**src/rtl/ml_mem_arbiter_if.sv**
```systemverilog
// External-memory port bundle: the arbiter drives it as master and the memory
// answers as slave.
interface ml_mem_arbiter_if;
  logic [31:0] ext_mem_addr;
  logic [31:0] ext_mem_data_out;
  logic        ext_mem_we;
  logic        ext_mem_re;
  logic [31:0] ext_mem_data_in;
  logic        ext_mem_ready;

  modport master (
    output ext_mem_addr, ext_mem_data_out, ext_mem_we, ext_mem_re,
    input  ext_mem_data_in, ext_mem_ready
  );

  modport slave (
    input  ext_mem_addr, ext_mem_data_out, ext_mem_we, ext_mem_re,
    output ext_mem_data_in, ext_mem_ready
  );
endinterface

```
**src/rtl/ml_mem_arbiter.sv**
```systemverilog
// Round-robin arbiter and burst sequencer for the shared external-memory port.
// Define MEMARB_FIXED_PRIO_EN for fixed priority (lowest index wins).
//
// state | meaning
// IDLE  | no owner; arbitrate among requesters
// BURST | issuing word beats for the granted requester
// FLUSH | last strobe is on the port
// DONE  | burst_done pulse; release grant, advance pointer
module ml_mem_arbiter #(
  parameter int NUM_REQ = 4,
  parameter int LEN_W   = 16
) (
  input  logic                     clk,
  input  logic                     rst_n,
  input  logic [NUM_REQ-1:0]       req,
  input  logic [NUM_REQ-1:0]       req_we,
  input  logic [NUM_REQ*32-1:0]    req_addr,
  input  logic [NUM_REQ*LEN_W-1:0] req_len,
  input  logic [NUM_REQ*32-1:0]    req_wdata,
  output logic [NUM_REQ-1:0]       gnt,
  output logic [NUM_REQ-1:0]       beat_ack,
  output logic [31:0]              rdata,
  output logic [NUM_REQ-1:0]       rvalid,
  output logic [NUM_REQ-1:0]       burst_done,
  output logic                     busy,
  ml_mem_arbiter_if.master         mem
);
  localparam int IDX_W = (NUM_REQ > 1) ? $clog2(NUM_REQ) : 1;

  typedef enum logic [1:0] {IDLE, BURST, FLUSH, DONE} state_t;
  state_t state_q, state_d;

  logic [31:0]      addr_a  [NUM_REQ];
  logic [31:0]      wdata_a [NUM_REQ];
  logic [LEN_W-1:0] len_a   [NUM_REQ];

  logic [IDX_W-1:0]   rr_ptr, widx, pick;
  logic [IDX_W:0]     sum;
  logic               pick_vld;
  logic [NUM_REQ-1:0] grant_vec;
  logic [31:0]        addr_q;
  logic [LEN_W-1:0]   beats_left;
  logic               we_q;
  logic               issue;

  for (genvar i = 0; i < NUM_REQ; i++) begin : g_unpack
    assign addr_a[i]  = req_addr[32*i +: 32];
    assign wdata_a[i] = req_wdata[32*i +: 32];
    assign len_a[i]   = req_len[LEN_W*i +: LEN_W];
  end

  // First requester at or above the pointer, wrapping past NUM_REQ-1.
  always_comb begin
    pick     = '0;
    pick_vld = 1'b0;
    sum      = '0;
    for (int k = 0; k < NUM_REQ; k++) begin
      sum = {1'b0, rr_ptr} + (IDX_W+1)'(k);
      if (sum >= (IDX_W+1)'(NUM_REQ)) sum = sum - (IDX_W+1)'(NUM_REQ);
      if (!pick_vld && req[sum[IDX_W-1:0]]) begin
        pick_vld = 1'b1;
        pick     = sum[IDX_W-1:0];
      end
    end
    grant_vec = NUM_REQ'(1) << pick;
  end

`ifdef MEMARB_FIXED_PRIO_EN
  assign rr_ptr = '0;
`else
  always_ff @(posedge clk or negedge rst_n) begin
    if (!rst_n) begin
      rr_ptr <= '0;
    end else if (state_q == DONE) begin
      rr_ptr <= (widx == IDX_W'(NUM_REQ-1)) ? '0 : widx + IDX_W'(1);
    end
  end
`endif

  always_ff @(posedge clk or negedge rst_n) begin
    if (!rst_n) state_q <= IDLE;
    else        state_q <= state_d;
  end

  always_comb begin
    state_d  = state_q;
    beat_ack = '0;
    issue    = (state_q == BURST) && (beats_left != '0) && mem.ext_mem_ready;
    case (state_q)
      IDLE:  if (pick_vld) state_d = (len_a[pick] == '0) ? DONE : BURST;
      BURST: if (issue) begin
               beat_ack = gnt;
               if (beats_left == LEN_W'(1)) state_d = FLUSH;
             end
      FLUSH: state_d = DONE;
      DONE:  state_d = IDLE;
      default: state_d = IDLE;
    endcase
  end

  assign busy = (state_q != IDLE);

  always_ff @(posedge clk or negedge rst_n) begin
    if (!rst_n) begin
      gnt                  <= '0;
      widx                 <= '0;
      addr_q               <= '0;
      beats_left           <= '0;
      we_q                 <= 1'b0;
      burst_done           <= '0;
      rdata                <= '0;
      rvalid               <= '0;
      mem.ext_mem_addr     <= '0;
      mem.ext_mem_data_out <= '0;
      mem.ext_mem_we       <= 1'b0;
      mem.ext_mem_re       <= 1'b0;
    end else begin
      burst_done     <= '0;
      mem.ext_mem_we <= issue & we_q;
      mem.ext_mem_re <= issue & ~we_q;
      if (mem.ext_mem_re && mem.ext_mem_ready) begin
        rdata  <= mem.ext_mem_data_in;
        rvalid <= gnt;
      end else begin
        rvalid <= '0;
      end
      if (issue) begin
        mem.ext_mem_addr <= addr_q;
        if (we_q) mem.ext_mem_data_out <= wdata_a[widx];
        addr_q     <= addr_q + 32'd4;
        beats_left <= beats_left - LEN_W'(1);
      end
      case (state_q)
        IDLE: if (pick_vld) begin
                gnt        <= grant_vec;
                widx       <= pick;
                addr_q     <= addr_a[pick];
                beats_left <= len_a[pick];
                we_q       <= req_we[pick];
                // Zero-length bursts go straight to DONE, so the pulse starts here.
                if (len_a[pick] == '0) burst_done <= grant_vec;
              end
        FLUSH: burst_done <= gnt;
        DONE:  gnt <= '0;
        default: ;
      endcase
    end
  end
endmodule

```
**src/flat_wrapper.sv**
```systemverilog
// flat-port wrapper written by rule: the top's interface ports become plain ports
module ml_mem_arbiter_flat 
#(
  parameter int NUM_REQ = 4,
  parameter int LEN_W   = 16
)
  (clk, rst_n, req, req_we, req_addr, req_len, req_wdata, gnt, beat_ack, rdata, rvalid, burst_done, busy, mem_ext_mem_addr, mem_ext_mem_data_out, mem_ext_mem_we, mem_ext_mem_re, mem_ext_mem_data_in, mem_ext_mem_ready);
  ml_mem_arbiter_if mem_i ();
  input  logic clk;
  input  logic rst_n;
  input  logic [NUM_REQ-1:0] req;
  input  logic [NUM_REQ-1:0] req_we;
  input  logic [NUM_REQ*32-1:0] req_addr;
  input  logic [NUM_REQ*LEN_W-1:0] req_len;
  input  logic [NUM_REQ*32-1:0] req_wdata;
  output logic [NUM_REQ-1:0] gnt;
  output logic [NUM_REQ-1:0] beat_ack;
  output logic [31:0] rdata;
  output logic [NUM_REQ-1:0] rvalid;
  output logic [NUM_REQ-1:0] burst_done;
  output logic busy;
  output wire logic [$bits(mem_i.ext_mem_addr)-1:0] mem_ext_mem_addr;
  output wire logic [$bits(mem_i.ext_mem_data_out)-1:0] mem_ext_mem_data_out;
  output wire logic [$bits(mem_i.ext_mem_we)-1:0] mem_ext_mem_we;
  output wire logic [$bits(mem_i.ext_mem_re)-1:0] mem_ext_mem_re;
  input wire logic [$bits(mem_i.ext_mem_data_in)-1:0] mem_ext_mem_data_in;
  input wire logic [$bits(mem_i.ext_mem_ready)-1:0] mem_ext_mem_ready;
  assign mem_ext_mem_addr = mem_i.ext_mem_addr;
  assign mem_ext_mem_data_out = mem_i.ext_mem_data_out;
  assign mem_ext_mem_we = mem_i.ext_mem_we;
  assign mem_ext_mem_re = mem_i.ext_mem_re;
  assign mem_i.ext_mem_data_in = mem_ext_mem_data_in;
  assign mem_i.ext_mem_ready = mem_ext_mem_ready;
  ml_mem_arbiter #(.NUM_REQ(NUM_REQ), .LEN_W(LEN_W)) u_core (.clk(clk), .rst_n(rst_n), .req(req), .req_we(req_we), .req_addr(req_addr), .req_len(req_len), .req_wdata(req_wdata), .gnt(gnt), .beat_ack(beat_ack), .rdata(rdata), .rvalid(rvalid), .burst_done(burst_done), .busy(busy), .mem(mem_i));
endmodule
```
**config.mk**
```make
export PLATFORM = sky130hd
export DESIGN_NAME = ml_mem_arbiter_flat
export DESIGN_NICKNAME = d
export VERILOG_FILES = /design/src/rtl/ml_mem_arbiter_if.sv /design/src/rtl/ml_mem_arbiter.sv /design/src/flat_wrapper.sv
export SDC_FILE = /design/constraint.sdc
export NUM_CORES = 1
export LEC_CHECK = 0
export BUFFER_PORTS_ARGS = -buffer_cell sky130_fd_sc_hd__buf_4
export CORE_AREA = 2 2 186 188
export DETAILED_ROUTE_END_ITERATION = 6
export DIE_AREA = 0 0 188 190
export GPL_TIMING_DRIVEN = 1
export SETUP_SLACK_MARGIN = 0.2
export SYNTH_ARGS = -nofsm -noshare
export SYNTH_HDL_FRONTEND = slang
export SYNTH_SLANG_ARGS = --single-unit
```
**constraint.sdc**
```tcl
create_clock -name clk -period 4.1 [get_ports clk]
set_clock_uncertainty 0.1 [all_clocks]
set_input_delay 0.82 -clock clk [delete_from_list [all_inputs] [get_ports clk]]
set_output_delay 0.82 -clock clk [all_outputs]
set_load 0.01 [all_outputs]
```
==> results of run 1 <==
-- layout by cell type (no fill, tap or decap), types with 3 or more instances in the layout --
cell type  instances
nand3_1          103
ha_1               9
inv_6              4
mux2_2            33
nor4_2             3
mux4_2            48
and4_1             5
clkbuf_16         17
dfrtp_1          163
o41ai_1            4
a21oi_1           15
nand2_1          182
nor3_1            11
nand4_1            7
buf_4            493
o22ai_1            4
o21ai_0            6
inv_1             10
o21ai_1           45
xor2_1            21
nor4_1             7
nor2_1            14
xnor2_1           22
mux2_1            64
and3_1            10
and2_1             8
-- worst max-delay path, stage by stage (launching register included) --
cell	delay (ns)
dfrtp_1	0.42
or4_1	0.61
nor4_2	0.43
a41oi_4	0.34
and2_1	0.27
buf_4	0.14
-- metal layers --
layer	global-route usage (%)	share of wire [%]	vias up
met4	6.693	2.5	2
met1	22.15	39	4210
li1	-	-	4062
met3	4.612	6.2	45
met5	0	0.046	-
met2	34.71	52	364
-- final cells by class --
type	count	area (sq um)	share of cell area, %
diodes	1	2.502	0.01789
clock buffers	18	439.2	3.139
clock inverters	13	168.9	1.207
inverters	12	45.04	0.3219
multi-input cells	646	4880	34.88
flip-flops and latches	165	4131	29.53
well taps	455	569.3	4.069
repair buffers	496	3755	26.84
-- per-stage QoR --
stage	hold WS, ns	utilization [%]	setup slack (ns)	instance area [sq um]
detailed placement	0.3762	39.41	0.3641	13380
floorplan	0.3243	-	0.9720	9235
CTS	0.3921	41.21	0.5017	13990
finish	0.3606	41.21	0.5425	13990
global placement	0.3670	39.41	0.4328	13380
global route	0.4059	41.21	0.3892	13990
-- state kept, by name, indices dropped and copies added, names as in the netlist --
signal / count
u_core.mem.ext_mem_data_out: 32
u_core.rr_ptr: 2
u_core.rdata: 32
u_core.mem.ext_mem_re: 1
u_core.state_q: 2
u_core.addr_q: 32
u_core.mem.ext_mem_addr: 32
u_core.burst_done: 4
u_core.gnt: 4
u_core.widx: 2
u_core.rvalid: 4
u_core.we_q: 1
u_core.beats_left: 16
u_core.mem.ext_mem_we: 1
-- power by group --
part           total, mW  switching [mW]  internal, mW
registers           3.15           0.732          2.42
logic               4.41            2.15          2.26
clock network       1.68           0.742         0.935
-- how the worst max path moves through the flow --
stage / endpoint / from / slack, ns
finish: beat_ack[1] / u_core.beats_left[5] / 0.54
global route: beat_ack[1] / u_core.beats_left[2] / 0.39
CTS: beat_ack[1] / u_core.beats_left[5] / 0.50
detailed placement: u_core.burst_done[3] / req[0] / 0.36
global placement: u_core.burst_done[3] / req[0] / 0.43
floorplan: beat_ack[0] / u_core.beats_left[5] / 0.97
-- kinds of logic after synthesis --
family          Yosys count  synth area share (%)
mux                     147                 23.75
compound gates           86                 5.284
simple gates            361                 17.86
flops                   165                 44.71
xor+xnor                 43                 4.078
fa+ha+maj                 9                 1.219
buf+inv                  71                 3.103
==> results.toml, run 1 <==
[status]
status = "complete, no violations"

[timing]
worst_pin_slew_ns = 0.9461
drv_slew = 0
max_freq_mhz = 281.1
hold_viol = 0
rsz0062_at_grt = "false"
timing.final.crit_period_ns = 3.557
period_share_pct = 86.77
relSlewSlack_pct = 36.93
tns_ns = 0
setup_viol = 0

[clock_network]
clock_latency_ns = 0.43
tritoncts = "done"
cts_hold_buf = 0
cts_setup_buffers = 0
cts_resized = 0
clk_pin_slew_ns = 0.07
cts_root_buf = "clkbuf_16"
cts_sinks = 165
cts_buffer_depth = 2
htree_levels = 4
cts_buffers = 17

[routing]
drc = 0
firstDrtPassIters = 5
wl_per_cell_um = 19.19
wl_mm = 34.66
dr_total_vias = 8683
ant_nets = 0
vias_per_cell = 4.808
drt_iter0_markers = 320

[critical_path]
rr_endpoint = "u_core.burst_done[3]"
rr_startpoint = "u_core.rr_ptr[1]"
crit_type = "flip-flop to primary output"
crit_arrival_ns = 2.64
critPathMaxFanout = 8
r2r_cells = 7
r2r_slack_ns = 0.74
startpoint_type = "flip-flop"
critPathRequiredTime_ns = 3.18
crit_path_end_kind = "primary output"

[min_path]
min_path_type = "primary input to async pin"

[synth]
synthFlopType = "dfrtp_1"
yosysWarnings = 0
synthTopCellsByCount = "183 x nand2_1, 165 x dfrtp_1, 103 x nand3_1"
synth-async-reset-ratio_pct = 100.0
synth_top_cell_by_area = "dfrtp_1"
netlist_instances = 882
yosys.area.top_type_share_pct = 44.71
synth_edf_count = 0
seq_area_frac_synth_pct = 44.71
synth_area_sq_um = 9235
synth_most_common_cell = "nand2_1"
synth.area.top_cells = "dfrtp_1 45%, mux4_2 12%, mux2_1 7.8%, nand2_1 7.4%, nand3_1 5.6%"
ys_ff_latch = 165
syn_nets = 1254
postSynthAreaPerCell_sq_um = 10.47
synth_cell_type_count = 44

[placement]
place_inst = 1774
routabilityCongestion = 0.8468
hpwl_mm = 27.52
portBuffers = 477

[finish]
fin_nets = 1710
n_fill_cell = 3374
final_cells = 1806
area_growth_pct = 51.50
drive_gt1_share_pct = 46.07

[power_and_ir_drop]
power_mw = 9.236
power.density_nw_per_um2 = 660.1
ir_drop_uv = 262.5
leakage_nw = 6.491

[floorplanning]
dieArea_sq_um = 35720
die_x_um = 188
top_level_ports = 478
die_h_um = 190
initial_core_util_pct = 27.20
rows = 68
core_sq_um = 33950

[global_routing]
grt_usage_pct = 19.21
gr-total-overflow = 0
grt_max_degree = 98
antenna_found_initial = 2
grt_pass1_vias = 9002
grt_pass1_wl_mm = 52.43

[run]
drv_cap = 0
(Power assumes the default switching activity.)
==> run 2: changes to the inputs <==
--- a/config.mk
+++ b/config.mk
@@ -9,7 +9,7 @@
 export CORE_AREA = 2 2 186 188
 export DETAILED_ROUTE_END_ITERATION = 6
 export DIE_AREA = 0 0 188 190
-export GPL_TIMING_DRIVEN = 1
+export GPL_TIMING_DRIVEN = 0
 export SETUP_SLACK_MARGIN = 0.2
 export SYNTH_ARGS = -nofsm -noshare
 export SYNTH_HDL_FRONTEND = slang
==> run 2 against run 1 <==
Worst setup slack worse by 0.20 ns; sequential share of layout area is 0.20 points lower; clock power down 4%; largest cell class unchanged.
==> results.toml, run 2 (synthesized netlist as in run 1, its figures left out) <==
[power_and_ir_drop]
power.share.combinational_pct = 50.1
power.density_nw_per_um2 = 659.3
ir_drop_uv = 282.7
seq_power_share_pct = 32.4
internal_power_mw = 5.558
switching_share_pct = 40.11
clkPwrFrac_pct = 17.5
leakage_nw = 6.498
p_sw_mw = 3.723

[critical_path]
critPathMaxFanout = 10
crit_chain = "or4_4 -> nor4_4 -> a41oi_2 -> clkbuf_4 -> clkbuf_4 -> and2_1 -> buf_4"
cpLargestDelayFamily = "simple AND/OR/NAND/NOR gates"
r2r_slack_ns = 0.60
startpoint_type = "flip-flop"
cp-startpoint = "u_core.beats_left[5]"
r2r_cells = 8
rr_endpoint = "u_core.burst_done[3]"
cpPeakStageDelay_ns = 0.59
path_buf_inv = 3
crit_top_cell = "clkbuf_4"
crit_type = "flip-flop to primary output"
crit_path_end_kind = "primary output"
crit_path_top_delay_cell = "or4_4"
rr_startpoint = "u_core.rr_ptr[1]"
critPathRequiredTime_ns = 3.18
crit_arrival_ns = 2.83

[timing]
drv_slew = 0
hold_viol = 0
holdWs_ns = 0.2219
rsz0062_at_grt = "false"
relSlewSlack_pct = 25.87
tns_ns = 0
max_freq_mhz = 266.4
period_share_pct = 91.55
timing.final.crit_period_ns = 3.754
worst_pin_slew_ns = 1.112
setup_viol = 0

[clock_network]
tritoncts = "done"
cts_buffers = 17
cts_root_buf = "clkbuf_16"
cts_buffer_depth = 2
htree_levels = 4
clock_latency_ns = 0.43
cts_sinks = 165
clk_pin_slew_ns = 0.07

[routing]
drc = 0
wl_mm = 35.96
vias_per_cell = 4.726
ant_nets = 0
dr_total_vias = 8758
drt_iter0_markers = 346
wl_per_cell_um = 19.41
firstDrtPassIters = 6

[placement]
routabilityCongestion = 0.8259
portBuffers = 477
hpwl_mm = 29.62

[finish]
area_growth_pct = 52.42
final_cell_mix = "479 x buf_4, 183 x nand2_1, 165 x dfrtp_1"
drive_gt1_share_pct = 43.66
final_common_cell = "buf_4"
fin_nets = 1754

[global_routing]
gr-total-overflow = 0
grt_max_degree = 97
grt_pass1_wl_mm = 54.28
grt_usage_pct = 20.14
grt_pass1_vias = 9222
antenna_found_initial = 4

[status]
status = "complete, no violations"

[floorplanning]
top_level_ports = 478
die_x_um = 188
core_sq_um = 33950
die_h_um = 190
rows = 68
dieArea_sq_um = 35720
initial_core_util_pct = 27.20

[run]
drv_cap = 0

[min_path]
min_path_type = "primary input to async pin"
==> run 2: power by group through the flow <==
stage	logic, mW	registers, mW	clock network (mW)
3_5_place_dp	4.71	3.04	0
2_1_floorplan	2.47	3.13	0
5_1_grt	5.12	3.13	1.74
4_1_cts	4.74	3.01	1.67
3_3_place_gp	4.66	3.00	0
6_report	4.65	3.01	1.62
==> run 2: worst max path at each step <==
stage / end / slack [ns] / cells after the start
2_1_floorplan: beat_ack[0] / 0.97 / 6
3_3_place_gp: beat_ack[1] / 0.004 / 7
6_report: beat_ack[1] / 0.35 / 7
4_1_cts: beat_ack[1] / 0.29 / 7
3_5_place_dp: beat_ack[1] / 0.06 / 7
5_1_grt: beat_ack[1] / 0.23 / 7
==> run 2: repair_timing <==
action	CTS	global route
hold buffers	0	0
setup endpoints to repair	4	4
gates resized for setup	6	2
pin swaps	1	1
buffers inserted	1	2
==> run 2: layout make-up <==
| class | count | area, sq um |
|---|---|---|
| timing repair buffer | 481 | 3638 |
| tap | 455 | 569.3 |
| multi-input combinational | 646 | 4852 |
| buffer | 59 | 249.0 |
| inverter | 12 | 45.04 |
| antenna | 3 | 7.507 |
| fill | 3375 | 19870 |
| sequential | 165 | 4129 |
| clock buffer | 18 | 429.2 |
| clock inverter | 14 | 156.4 |
==> run 2: metal layers <==
layer  GRT usage [%]  share of wire, %  up-vias
met5               0                 0        -
met4           5.966               1.6        0
met3           4.981               6.6       27
met2           36.89                53      343
met1           23.16                39     4219
li1                -                 -     4169
==> run 2: stage by stage <==
step | setup slack (ns) | area, sq um | total power, mW | utilization, % | std cells
after detailed placement | 0.05601 | 13430 | 7.746 | 39.55 | 1815
final | 0.3463 | 14080 | 9.281 | 41.46 | 1853
after global placement | 0.003648 | 13390 | 7.653 | 39.43 | 1814
after floorplan | 0.9720 | 9235 | 5.599 | - | 882
after global routing | 0.2309 | 14080 | 9.997 | 41.46 | 1853
after CTS | 0.2857 | 14040 | 9.425 | 41.37 | 1848
